File: src/rtl/lcd_pkg.sv
// rtl/lcd_pkg.sv - shared constants, timing defaults and reader state type for the character-LCD blocks
package lcd_pkg;

    localparam logic RS_CMD  = 1'b0;
    localparam logic RS_DATA = 1'b1;

    // 50 MHz defaults: tAS, PW_EH, nibble cycle >= 1 us, tAH
    localparam int SETUP_CYC  = 2;
    localparam int E_HIGH_CYC = 12;
    localparam int E_LOW_CYC  = 38;
    localparam int HOLD_CYC   = 1;

    localparam int BF_BIT = 7;
    localparam int AC_MSB = 6;

    typedef enum logic [2:0] {
        ST_IDLE,
        ST_SETUP,
        ST_E_HI1,
        ST_E_LO1,
        ST_E_HI2,
        ST_HOLD,
        ST_DONE
    } rd_state_t;

    function automatic int max4(input int a, input int b, input int c, input int d);
        int m;
        m = a;
        if (b > m) m = b;
        if (c > m) m = c;
        if (d > m) m = d;
        return m;
    endfunction

endpackage

File: src/rtl/lcd_phase_timer.sv
// rtl/lcd_phase_timer.sv - loadable down-counter with zero flag, shared by the LCD sequencers
module lcd_phase_timer #(
    parameter int WIDTH = 6
) (
    input  logic             clk,
    input  logic             rst,
    input  logic             load,
    input  logic [WIDTH-1:0] load_val,
    output logic             zero
);

    logic [WIDTH-1:0] count;

    always_ff @(posedge clk) begin
        if (rst) begin
            count <= '0;
        end else if (load) begin
            count <= load_val;
        end else if (count != '0) begin
            count <= count - WIDTH'(1);
        end
    end

    assign zero = (count == '0);

endmodule

File: src/rtl/lcd_nibble_reader.sv
// rtl/lcd_nibble_reader.sv - HD44780 4-bit read cycle: status or data byte fetched as two nibbles
module lcd_nibble_reader
    import lcd_pkg::*;
#(
    parameter int SETUP_CYC  = lcd_pkg::SETUP_CYC,
    parameter int E_HIGH_CYC = lcd_pkg::E_HIGH_CYC,
    parameter int E_LOW_CYC  = lcd_pkg::E_LOW_CYC,
    parameter int HOLD_CYC   = lcd_pkg::HOLD_CYC
) (
    input  logic       clk,
    input  logic       rst,
    input  logic       req_valid,
    input  logic       req_rs,
    output logic       req_ready,
    input  logic [3:0] lcd_db_in,
    output logic       lcd_e,
    output logic       lcd_rs,
    output logic       lcd_rw,
    output logic       lcd_db_oe,
    output logic       bus_busy,
    output logic [7:0] rd_data,
    output logic       rd_valid,
    output logic       st_bf,
    output logic [6:0] st_ac
);

    localparam int CNT_W = $clog2(max4(SETUP_CYC, E_HIGH_CYC, E_LOW_CYC, HOLD_CYC) + 1);

    rd_state_t        state;
    logic             rs_q;
    logic             tmr_load;
    logic [CNT_W-1:0] tmr_val;
    logic             tmr_zero;

    lcd_phase_timer #(.WIDTH(CNT_W)) u_timer (
        .clk      (clk),
        .rst      (rst),
        .load     (tmr_load),
        .load_val (tmr_val),
        .zero     (tmr_zero)
    );

    // Timer is reloaded with the duration of the state being entered
    always_comb begin
        tmr_load = 1'b0;
        tmr_val  = '0;
        case (state)
            ST_IDLE: begin
                tmr_load = req_valid;
                tmr_val  = CNT_W'(SETUP_CYC - 1);
            end
            ST_SETUP: begin
                tmr_load = tmr_zero;
                tmr_val  = CNT_W'(E_HIGH_CYC - 1);
            end
            ST_E_HI1: begin
                tmr_load = tmr_zero;
                tmr_val  = CNT_W'(E_LOW_CYC - 1);
            end
            ST_E_LO1: begin
                tmr_load = tmr_zero;
                tmr_val  = CNT_W'(E_HIGH_CYC - 1);
            end
            ST_E_HI2: begin
                tmr_load = tmr_zero;
                tmr_val  = CNT_W'(HOLD_CYC - 1);
            end
            default: begin
                tmr_load = 1'b0;
                tmr_val  = '0;
            end
        endcase
    end

    always_ff @(posedge clk) begin
        if (rst) begin
            state     <= ST_IDLE;
            rs_q      <= RS_CMD;
            req_ready <= 1'b1;
            bus_busy  <= 1'b0;
            lcd_e     <= 1'b0;
            lcd_rs    <= 1'b0;
            lcd_rw    <= 1'b0;
            rd_data   <= 8'h00;
            rd_valid  <= 1'b0;
            st_bf     <= 1'b1;
            st_ac     <= 7'h00;
        end else begin
            rd_valid <= 1'b0;
            case (state)
                ST_IDLE: begin
                    if (req_valid) begin
                        rs_q      <= req_rs;
                        lcd_rs    <= req_rs;
                        lcd_rw    <= 1'b1;
                        req_ready <= 1'b0;
                        bus_busy  <= 1'b1;
                        state     <= ST_SETUP;
                    end
                end
                ST_SETUP: begin
                    if (tmr_zero) begin
                        lcd_e <= 1'b1;
                        state <= ST_E_HI1;
                    end
                end
                ST_E_HI1: begin
                    if (tmr_zero) begin
                        rd_data[7:4] <= lcd_db_in;
                        lcd_e        <= 1'b0;
                        state        <= ST_E_LO1;
                    end
                end
                ST_E_LO1: begin
                    if (tmr_zero) begin
                        lcd_e <= 1'b1;
                        state <= ST_E_HI2;
                    end
                end
                ST_E_HI2: begin
                    if (tmr_zero) begin
                        rd_data[3:0] <= lcd_db_in;
                        lcd_e        <= 1'b0;
                        state        <= ST_HOLD;
                    end
                end
                ST_HOLD: begin
                    if (tmr_zero) begin
                        lcd_rs   <= 1'b0;
                        lcd_rw   <= 1'b0;
                        rd_valid <= 1'b1;
                        // rd_data is complete here, so status fields never see a partial byte
                        if (rs_q == RS_CMD) begin
                            st_bf <= rd_data[BF_BIT];
                            st_ac <= rd_data[AC_MSB:0];
                        end
                        state <= ST_DONE;
                    end
                end
                ST_DONE: begin
                    req_ready <= 1'b1;
                    bus_busy  <= 1'b0;
                    state     <= ST_IDLE;
                end
                default: begin
                    state <= ST_IDLE;
                end
            endcase
        end
    end

    assign lcd_db_oe = 1'b0;

endmodule

File: config.mk
export PLATFORM = sky130hd
export DESIGN_NAME = lcd_nibble_reader
export DESIGN_NICKNAME = d
export VERILOG_FILES = /design/src/rtl/lcd_pkg.sv /design/src/rtl/lcd_phase_timer.sv /design/src/rtl/lcd_nibble_reader.sv
export SDC_FILE = /design/constraint.sdc
export NUM_CORES = 1
export LEC_CHECK = 0
export CORE_MARGIN = 1
export CORE_UTILIZATION = 35
export CTS_CLUSTER_DIAMETER = 100
export DETAILED_ROUTE_END_ITERATION = 12
export SLEW_MARGIN = 40
export SYNTH_ARGS = -nofsm -noshare
export SYNTH_HDL_FRONTEND = slang
export SYNTH_SLANG_ARGS = --single-unit
File: constraint.sdc
create_clock -name clk -period 2.25 [get_ports clk]
set_input_delay 0.225 -clock clk [delete_from_list [all_inputs] [get_ports clk]]
set_output_delay 0.225 -clock clk [all_outputs]
set_load 0.03 [all_outputs]
# [Yosys cells after proc, flatten, opt, wreduce, memory -nomap -nowiden]
# Cells that the tools add are included.
[op_classes] n_eq_ne=14 mux=22 n_addsub=1 bitwise=2 reduce_logical=19
[ops] op="3-bit two-way mux" n=6
[ops] op="3-bit case mux with 6 select lines" n=1
[ops] op="6-bit case mux with 3 select lines" n=1
[ops] op="6-bit two-way mux" n=2
[ops] op="2-bit != test, second input constant" n=6
[ops] op="1-bit case mux with 2 select lines" n=6
[ops] op="3-bit == test, second input constant" n=3
[ops] op="3-bit AND reduction" n=3
[ops] op="2-bit AND reduction" n=4
[ops] op="2-bit nonzero test" n=4
[ops] op="3-bit by 2-bit == test with 1-bit output, second input constant" n=2
[ops] op="6-bit zero test" n=1
[ops] op="1-bit two-way mux" n=6
[ops] op="6-bit AND reduction" n=1
[ops] op="6-bit nonzero test" n=1
[ops] op="2-bit OR reduction" n=3
[ops] op="6-bit by 1-bit subtractor with 6-bit output, second input constant" n=1
[ops] op="2-bit by 1-bit != test with 1-bit output, second input constant" n=2
[ops] op="4-bit OR reduction" n=1
[ops] op="3-bit by 1-bit == test with 1-bit output, second input constant" n=1
[ops] op="3-bit zero test" n=1
[ops] op="1-bit NOT" n=2
[word_totals] out_inout_bits=23 wordCells=71 regBits=32

# [Depth between registers and ports, before layout]
[depth] depth_word=4 depth_mapped=8 depth_no_buf=6

# [Hierarchy]
# From an unflattened synthesis, not the netlist that was laid out.
[unflattened] hier_cells=171 hier_area_um2=1549.0
[modules_own_cells] module="lcd_nibble_reader" instances=1 cells_each=125 area_per_inst_um2=1153.6
[modules_own_cells] module="lcd_phase_timer" instances=1 cells_each=46 area_per_inst_um2=395.4

# [Least setup slack after synthesis]
# No wires, ideal clock.
[synth_path] path_kind="register -> register" from="reg u_timer.count[0]" to="reg st_bf" synth_period_minus_slack_ns=2.157 stages_incl_launch_ff=8 t_required_ns=2.130 path_buffers=1 arrival_ns=2.037 setup_slack_ns=0.093 path_cell_list="dfxtp_1 > inv_1 > ha_1 > or4b_1 > clkbuf_2 > nor4_4 > nor2b_1 > a211o_1"
[synth_between] elab_chain_cells=2
[synth_rtl] item="start, declared" line="lcd_phase_timer.sv:12" text="logic [WIDTH-1:0] count;"
[synth_rtl] item="start signal, assigned" line="lcd_phase_timer.sv:18" text="count <= load_val;"
[synth_rtl] item="start signal, assigned" line="lcd_phase_timer.sv:20" text="count <= count - WIDTH'(1);"
[synth_rtl] item="6-bit zero test" line="lcd_phase_timer.sv:24" text="assign zero = (count == '0);"
[synth_rtl] item="3-bit AND reduction (no line)"
[synth_rtl] item="end signal, assigned" line="lcd_nibble_reader.sv:134" text="st_bf <= rd_data[BF_BIT];"
[synth_rtl] item="end, declared" line="lcd_nibble_reader.sv:23" text="output logic st_bf,"
# Every way passes these cells.
# A chain may end at the register's enable or synchronous reset.

# [Worst setup path after layout]
[layout_path] from="reg u_timer.count[0]" to="reg lcd_rs"
[layout_between] elab_chain_cells=3
[layout_rtl] item="6-bit zero test" line="lcd_phase_timer.sv:24"
[layout_rtl] item="2-bit != test (no line)"
[layout_rtl] item="3-bit AND reduction (no line)"
[layout_rtl] item="end signal, assigned" line="lcd_nibble_reader.sv:94" text="lcd_rs <= req_rs;"
[layout_rtl] item="end, declared" line="lcd_nibble_reader.sv:17" text="output logic lcd_rs,"
# Every way passes these cells.

==> summary.txt <==
Clocking
  – Clock H-tree levels: 2
  – CTS max path bufs: 2
  – CTS root buf: clkbuf_8
  – CTS resizes: 0
  – Post-CTS Hold Buffers: 0
  – Clock latency on the worst-skew pair: 0.28 ns
  – Setup Fix Bufs, Post-CTS: 0
  – Num CTS Buffers: 5
  – Clock Sinks: 32
  – CTS tree: built
  – Clk slew on worst S/H paths: 0.06 ns

Synth
  – Compound-Gate Fraction of Synth Area: 10.3%
  – Synthesized area per cell: 8.90 um2
  – Syn Nets: 163
  – Synth Warn #: 0
  – Simple-gate share of the synthesized area: 24.1%
  – Multiplexer share of the synthesized area: 11.8%
  – Sequential share of the synthesized area: 46.8%
  – Post-synthesis adder-cell area fraction: 0.913%
  – Post-Syn Area: 1370 um2
  – Post-Syn Instances: 154
  – Unique masters post-synth: 38
  – Largest family of logic cells by synthesized area: simple AND/OR/NAND/NOR gates
  – XOR/XNOR Fraction of Synth Area: 1.28%
  – FF+latch count, synth: 32

GRT
  – GRT Residual Overflow: 0
  – Largest net degree at the start of global routing: 22
  – Vias in the first global route: 1201
  – Initial antenna violation count: 0
  – Tot GR Track Use: 17.7%
  – Global-route wire length before repair: 5620 um

Timing
  – Setup TNS Final: 0 ns
  – Hold Vio Cnt, Final: 0
  – Setup Skew: 0.00194 ns
  – Fin crit period: 2.07 ns
  – Slew @ Worst Pin: 0.610 ns
  – Final setup margin: 0.182 ns
  – Fmax: 484 MHz
  – Unrepaired setup endpoints after global routing: false
  – Slew HR: 58.8%
  – Final setup violation count: 0
  – Final worst-path cycle share: 91.9%
  – Pins Over Slew Limit: 0

Die
  – Row count: 22
  – Die W: 64.6 um
  – Die ar.: 4170 um2
  – Core area: 3720 um2
  – Die H: 64.6 um
  – # IOs: 31
  – Initial Util: 36.9%

Routing
  – DRT iter0 DRCs: 90
  – Via count: 1193
  – Pre-antenna DRT Iters: 4
  – Drt via density: 5.03
  – ANT nets after route: 0
  – Routed length per instance: 13.5 um
  – Final wirelength: 3210 um
  – DRC: 0

Setup path
  – R2r setup slk: 0.18 ns
  – Crit end category: flop
  – Crit path launch: u_timer.count[0]
  – R2r endpoint: lcd_rs
  – RR Startpoint: u_timer.count[0]
  – Worst setup path endpoint: lcd_rs
  – Critical path class: flop to flop
  – CP max FO: 5
  – Startpoint Class: flop
  – Worst Path Required: 2.42 ns
  – Crit path arrival time: 2.24 ns
  – R2R cell count: 7

Place
  – Dpl ws: 0.122 ns
  – PortBufs: 29
  – Global placement routability congestion: 0.892
  – Post-DP Area: 1740 um2
  – DP HPWL: 2270 um

Min path
  – Hold Crit Class: flop to flop

Power and ir drop
  – P_leak: 0.687 nW
  – Worst IR Drop VDD: 461 uV
  – Cell Pwr Density: 1060 nW/um2

Job
  – Max Cap Violations: 0

Run status
  – Outcome: finished, final reports clean

Final layout
  – Syn-to-layout area delta: 34.4%
  – Ant. Diodes: 0
  – Design area: 1840 um2
  – Ratio of cells with drive above 1 in the final layout: 11.1%
  – Nets@finish: 197
==> per-layer routing <==
layer	share of wire, %	up-vias	GRT usage [%]
met3	4.6	8	5.11
li1	-	599	-
met1	44	555	20.9
met2	49	31	29.6
met4	1.8	0	7.78
met5	0	-	0
==> synthesized netlist by cell type (all sizes together) <==
cell	number	area share, %
nand3b	1	0.55
a21oi	11	4.0
o211ai	1	0.55
or4	4	2.2
conb	1	0.27
nor4	2	2.0
nor2b	2	0.91
a31oi	2	0.91
mux2	1	0.82
a211o	1	0.64
nor2	24	6.6
clkbuf	7	2.0
xnor2	1	0.64
inv	5	1.4
nor3	3	1.1
dfxtp	32	47
ha	1	0.91
nand2b	3	1.4
a21o	1	0.55
nor4b	2	1.3
or4b	1	0.73
o21ai	6	2.2
and2	1	0.46
nand4	1	0.46
or3b	1	0.64
and4b	1	0.73
xor2	1	0.64
nand2	9	2.5
o21bai	1	0.55
buf	3	1.2
or2	1	0.46
o22ai	2	0.91
nand3	6	2.2
mux2i	15	11
==> power by group <==
group          leakage, nW  internal, mW  switching (mW)
Combinational        0.382         0.339           0.389
Clock               0.0445         0.248           0.207
Sequential           0.261         0.653           0.117
==> critical path, cell delays in order (launching register included) <==
cell and delay [ns]:
dfxtp_1 0.32, inv_1 0.09, ha_1 0.17, or4b_4 0.50, buf_4 0.16, or4_1 0.53, nand3_1 0.12, a21oi_1 0.07
==> per-stage QoR <==
stage          instances  utilization, %  hold WS, ns  power (mW)
2_1_floorplan        154               -        0.369        1.23
3_3_place_gp         229            46.7        0.448        1.46
3_5_place_dp         229            46.7        0.451        1.48
4_1_cts              237            49.3        0.462        1.95
5_1_grt              237            49.6        0.477        2.08
6_report             237            49.6        0.459        1.95
==> sequential cells by signal, indices dropped and copies added (netlist names) <==
register,count
bus_busy,1
rd_valid,1
rd_data,8
lcd_e,1
state,3
req_ready,1
st_ac,7
lcd_rw,1
lcd_rs,1
rs_q,1
u_timer.count,6
st_bf,1
==> how the worst min path moves through the flow <==
stage / depth (start not counted) / from / endpoint
after global placement: 2 / lcd_rw / lcd_rw
after floorplan: 2 / lcd_db_in[0] / rd_data[4]
final: 2 / lcd_rw / lcd_rw
after global routing: 2 / lcd_rw / lcd_rw
after CTS: 2 / lcd_rw / lcd_rw
after detailed placement: 2 / lcd_rw / lcd_rw
==> cell usage in the layout, fill, tap and decap left out, types with 2 or more instances in the layout <==
master,netlist,layout
a31oi_1,2,2
nor3_1,3,3
inv_1,5,5
clkdlybuf4s50_1,0,29
dfxtp_1,32,32
nor4b_1,2,2
nor2b_1,2,2
clkbuf_8,0,6
nor2_1,24,24
nand3_1,6,6
or4_1,4,3
nand2b_1,3,3
a21oi_1,11,11
nand2_1,9,9
buf_4,1,7
mux2i_1,15,15
o22ai_1,2,2
o21ai_0,6,6
==> area by class of cell <==
cell class | count | area [um2]
well taps | 48 | 60.1
repair buffers | 37 | 354
clock inverters | 1 | 7.51
flip-flops and latches | 32 | 641
clock buffers | 7 | 86.3
multi-input cells | 107 | 674
fillers | 356 | 1870
inverters | 5 | 18.8
==> cells by family after synthesis <==
kind of cell / after synthesis
AND/OR/NAND/NOR: 62
adder cells (fa/ha/maj): 1
buffers and inverters: 15
flip-flops: 32
AO/OA/AOI/OAI: 25
multiplexers: 16
XOR/XNOR: 2
other: 1
Power figures use the tool's default switching activity.
==> RTL change: new RTL, config.mk and constraints unchanged <==
Encoding of `rd_state_t`: now one-hot (7 bits for 7 states).
--- a/src/rtl/lcd_pkg.sv
+++ b/src/rtl/lcd_pkg.sv
@@ -14,12 +14,12 @@
     localparam int AC_MSB = 6;
 
-    typedef enum logic [2:0] {
-        ST_IDLE,
-        ST_SETUP,
-        ST_E_HI1,
-        ST_E_LO1,
-        ST_E_HI2,
-        ST_HOLD,
-        ST_DONE
+    typedef enum logic [6:0] {
+        ST_IDLE  = 7'b0000001,
+        ST_SETUP = 7'b0000010,
+        ST_E_HI1 = 7'b0000100,
+        ST_E_LO1 = 7'b0001000,
+        ST_E_HI2 = 7'b0010000,
+        ST_HOLD  = 7'b0100000,
+        ST_DONE  = 7'b1000000
     } rd_state_t;
 
Behaviour: no difference found for any inputs over 10 cycles, from zero or initial values and one cycle with rst high; not proved beyond that.
==> RTL change against the original RTL <==
  * Critical path type unchanged
  * Wire length grew 34%
  * Sequential cell count grew 4
  * Total power shrank 5.1%
  * Largest power group unchanged
  * Die area grew 24%
  * Design area grew 16%
  * Via count grew 32%
  * Sequential power grew 1%
  * Worst setup slack gained 0.15 ns
  * Synthesized area grew 25%
  * Global-route usage grew 0.12 points
  * Synthesized cell count grew 28%
  * Highest routed layer unchanged
==> RTL change: results (changes against the original RTL) <==
set qor(synth.lib_cells_used.distinct) 47 ;# +24%
set qor(via_count) 1575 ;# +32%
set qor(timing.setup.tns_ns) 0 ;# unchanged
set qor(cp_max_fo) 11 ;# +6
set qor(drive_gt1_share_pct) 7.589 ;# -3.5 points
set qor(min-delay-path-class) {reg -> reg}
set qor(switching_share_pct) 37.09 ;# +0.58 points
set qor(cts_inserted_buffers) 5 ;# unchanged
set qor(global_route.usage.total_pct) 17.83 ;# +0.12 points
set qor(place.detailed.hpwl_um) 3082 ;# +36%
set qor(initialDrtViolationCount) 108 ;# +20%
set qor(placement.io_buffers) 29 ;# unchanged
set qor(final_net_count) 234 ;# +19%
set qor(diodes) 0 ;# unchanged
set qor(post-cts-setup-buffer-count) 0 ;# unchanged
set qor(placedInstanceArea_mm2) 0.002057 ;# +18%
set qor(static-leakage-power_nw) 0.7767 ;# +13%
set qor(post_synth_fa_ha_maj_area_fraction_pct) 1.459 ;# +0.55 points
set qor(synth_sequential_area_ratio_pct) 42.01 ;# -4.7 points
set qor(maximum_number_of_pins_on_one_net_before_global_route_repair) 25 ;# +14%
set qor(post_synth_main_area_contributors) {dfxtp_1 (42%), a21oi_1 (5.5%), nand3_1 (5.0%)}
set qor(clock_latency_of_the_later_clocked_register_in_the_worst_skew_pair_ns) 0.28 ;# about the same
set qor(placed_cells) 284 ;# +24%
set qor(synth.area.mux_share_pct) 2.334 ;# -9.4 points
set qor(synthXorXnorAreaFrac_pct) 3.063 ;# +1.8 points
set qor(wl_per_cell_um) 14.74 ;# +8.9%
set qor(mappedNetlistNets) 207 ;# +27%
set qor(synth.cells.most_frequent) {dfxtp_1 (36), a21oi_1 (19), nand3_1 (17), nor2_1 (15), o21ai_0 (13)}
set qor(grt_pass1_vias) 1513 ;# +26%
set qor(reg_top3) {rd_data x8, st_ac x7, state x7}
set qor(routabilityCongestion) 0.7742 ;# -13%
set qor(cts.repair.resized) 0 ;# unchanged
set qor(kind_of_cell_adding_the_most_delay_to_the_critical_path) {simple AND/OR/NAND/NOR gates}
set qor(syn_avg_cell_area_um2) 8.708 ;# -2.1%
set qor(final-instance-count-excl-fill) 291 ;# +23%
set qor(root_buffer) {clkbuf_8}
set qor(critPathSlowestCell) {nor4_4}
set qor(largest_clock_skew_in_the_final_design_ns) 0.004052 ;# +0.002113 ns
set qor(detailedRoute.firstPassIterationCount) 4 ;# unchanged
set qor(compound_cell_area_share_of_the_yosys_netlist_pct) 20.35 ;# +10 points
set qor(worst_slack_at_placement_ns) 0.3287 ;# +0.2069 ns
set qor(number_of_antenna_violations_at_the_first_check_in_global_routing) 0 ;# unchanged
set qor(cp_slowest_stage_delay_ns) 0.54
set qor(synth_async_sr_flop_share_pct) 0 ;# unchanged
set qor(maximum_vdd_ir_drop_v) 0.0003718 ;# -19%
set qor(grt_first_pass_wirelength_um) 7272 ;# +29%
set qor(run_status) {finished, final reports clean}
==> RTL change: worst min-delay path, stage by stage (launching register included) <==
cell     delay, ns
dfxtp_1       0.31
nand2_1       0.05
nand2_1       0.04
==> RTL change: worst paths after layout <==
kind,from,endpoint,slack [ns],depth (start not counted)
max,state[3],state[2],0.33,4
min,req_ready,req_ready,0.44,2
max reg2reg,state[3],state[2],0.33,4
min reg2reg,req_ready,req_ready,0.44,2
==> RTL change: area by class of cell <==
type                       count  area, um^2
sequential                    36       720.7
multi-input combinational    141       902.1
tap                           67       83.83
inverter                       6       22.52
fill                         485        2589
timing repair buffer          34       327.8
clock buffer                   6       72.57
clock inverter                 1       5.005
==> RTL change: cells by family (layout without fill, tap and decap cells) <==
logic type      count (synthesis)  count (layout)
fa+ha+maj                       2               2
mux                             4               4
xor+xnor                        6               6
compound gates                 52              52
other cells                     1               1
simple gates                   76              76
flops                          36              36
buf+inv                        20              47
==> RTL change: power groups by stage <==
stage               Combinational (mW)  Sequential, mW  Clock [mW]
CTS                              0.644           0.776       0.436
detailed placement               0.635           0.790           0
global placement                 0.634           0.788           0
finish                           0.652           0.777       0.424
global route                     0.725           0.785       0.475
floorplan                        0.434           0.775           0
==> RTL change: routing by layer <==
layer | GRT usage (%) | share of wire [%]
met1 | 24.24 | 49
met2 | 28.41 | 47
met3 | 4.028 | 3.5
met4 | 5.229 | 0.77
met5 | 0 | 0
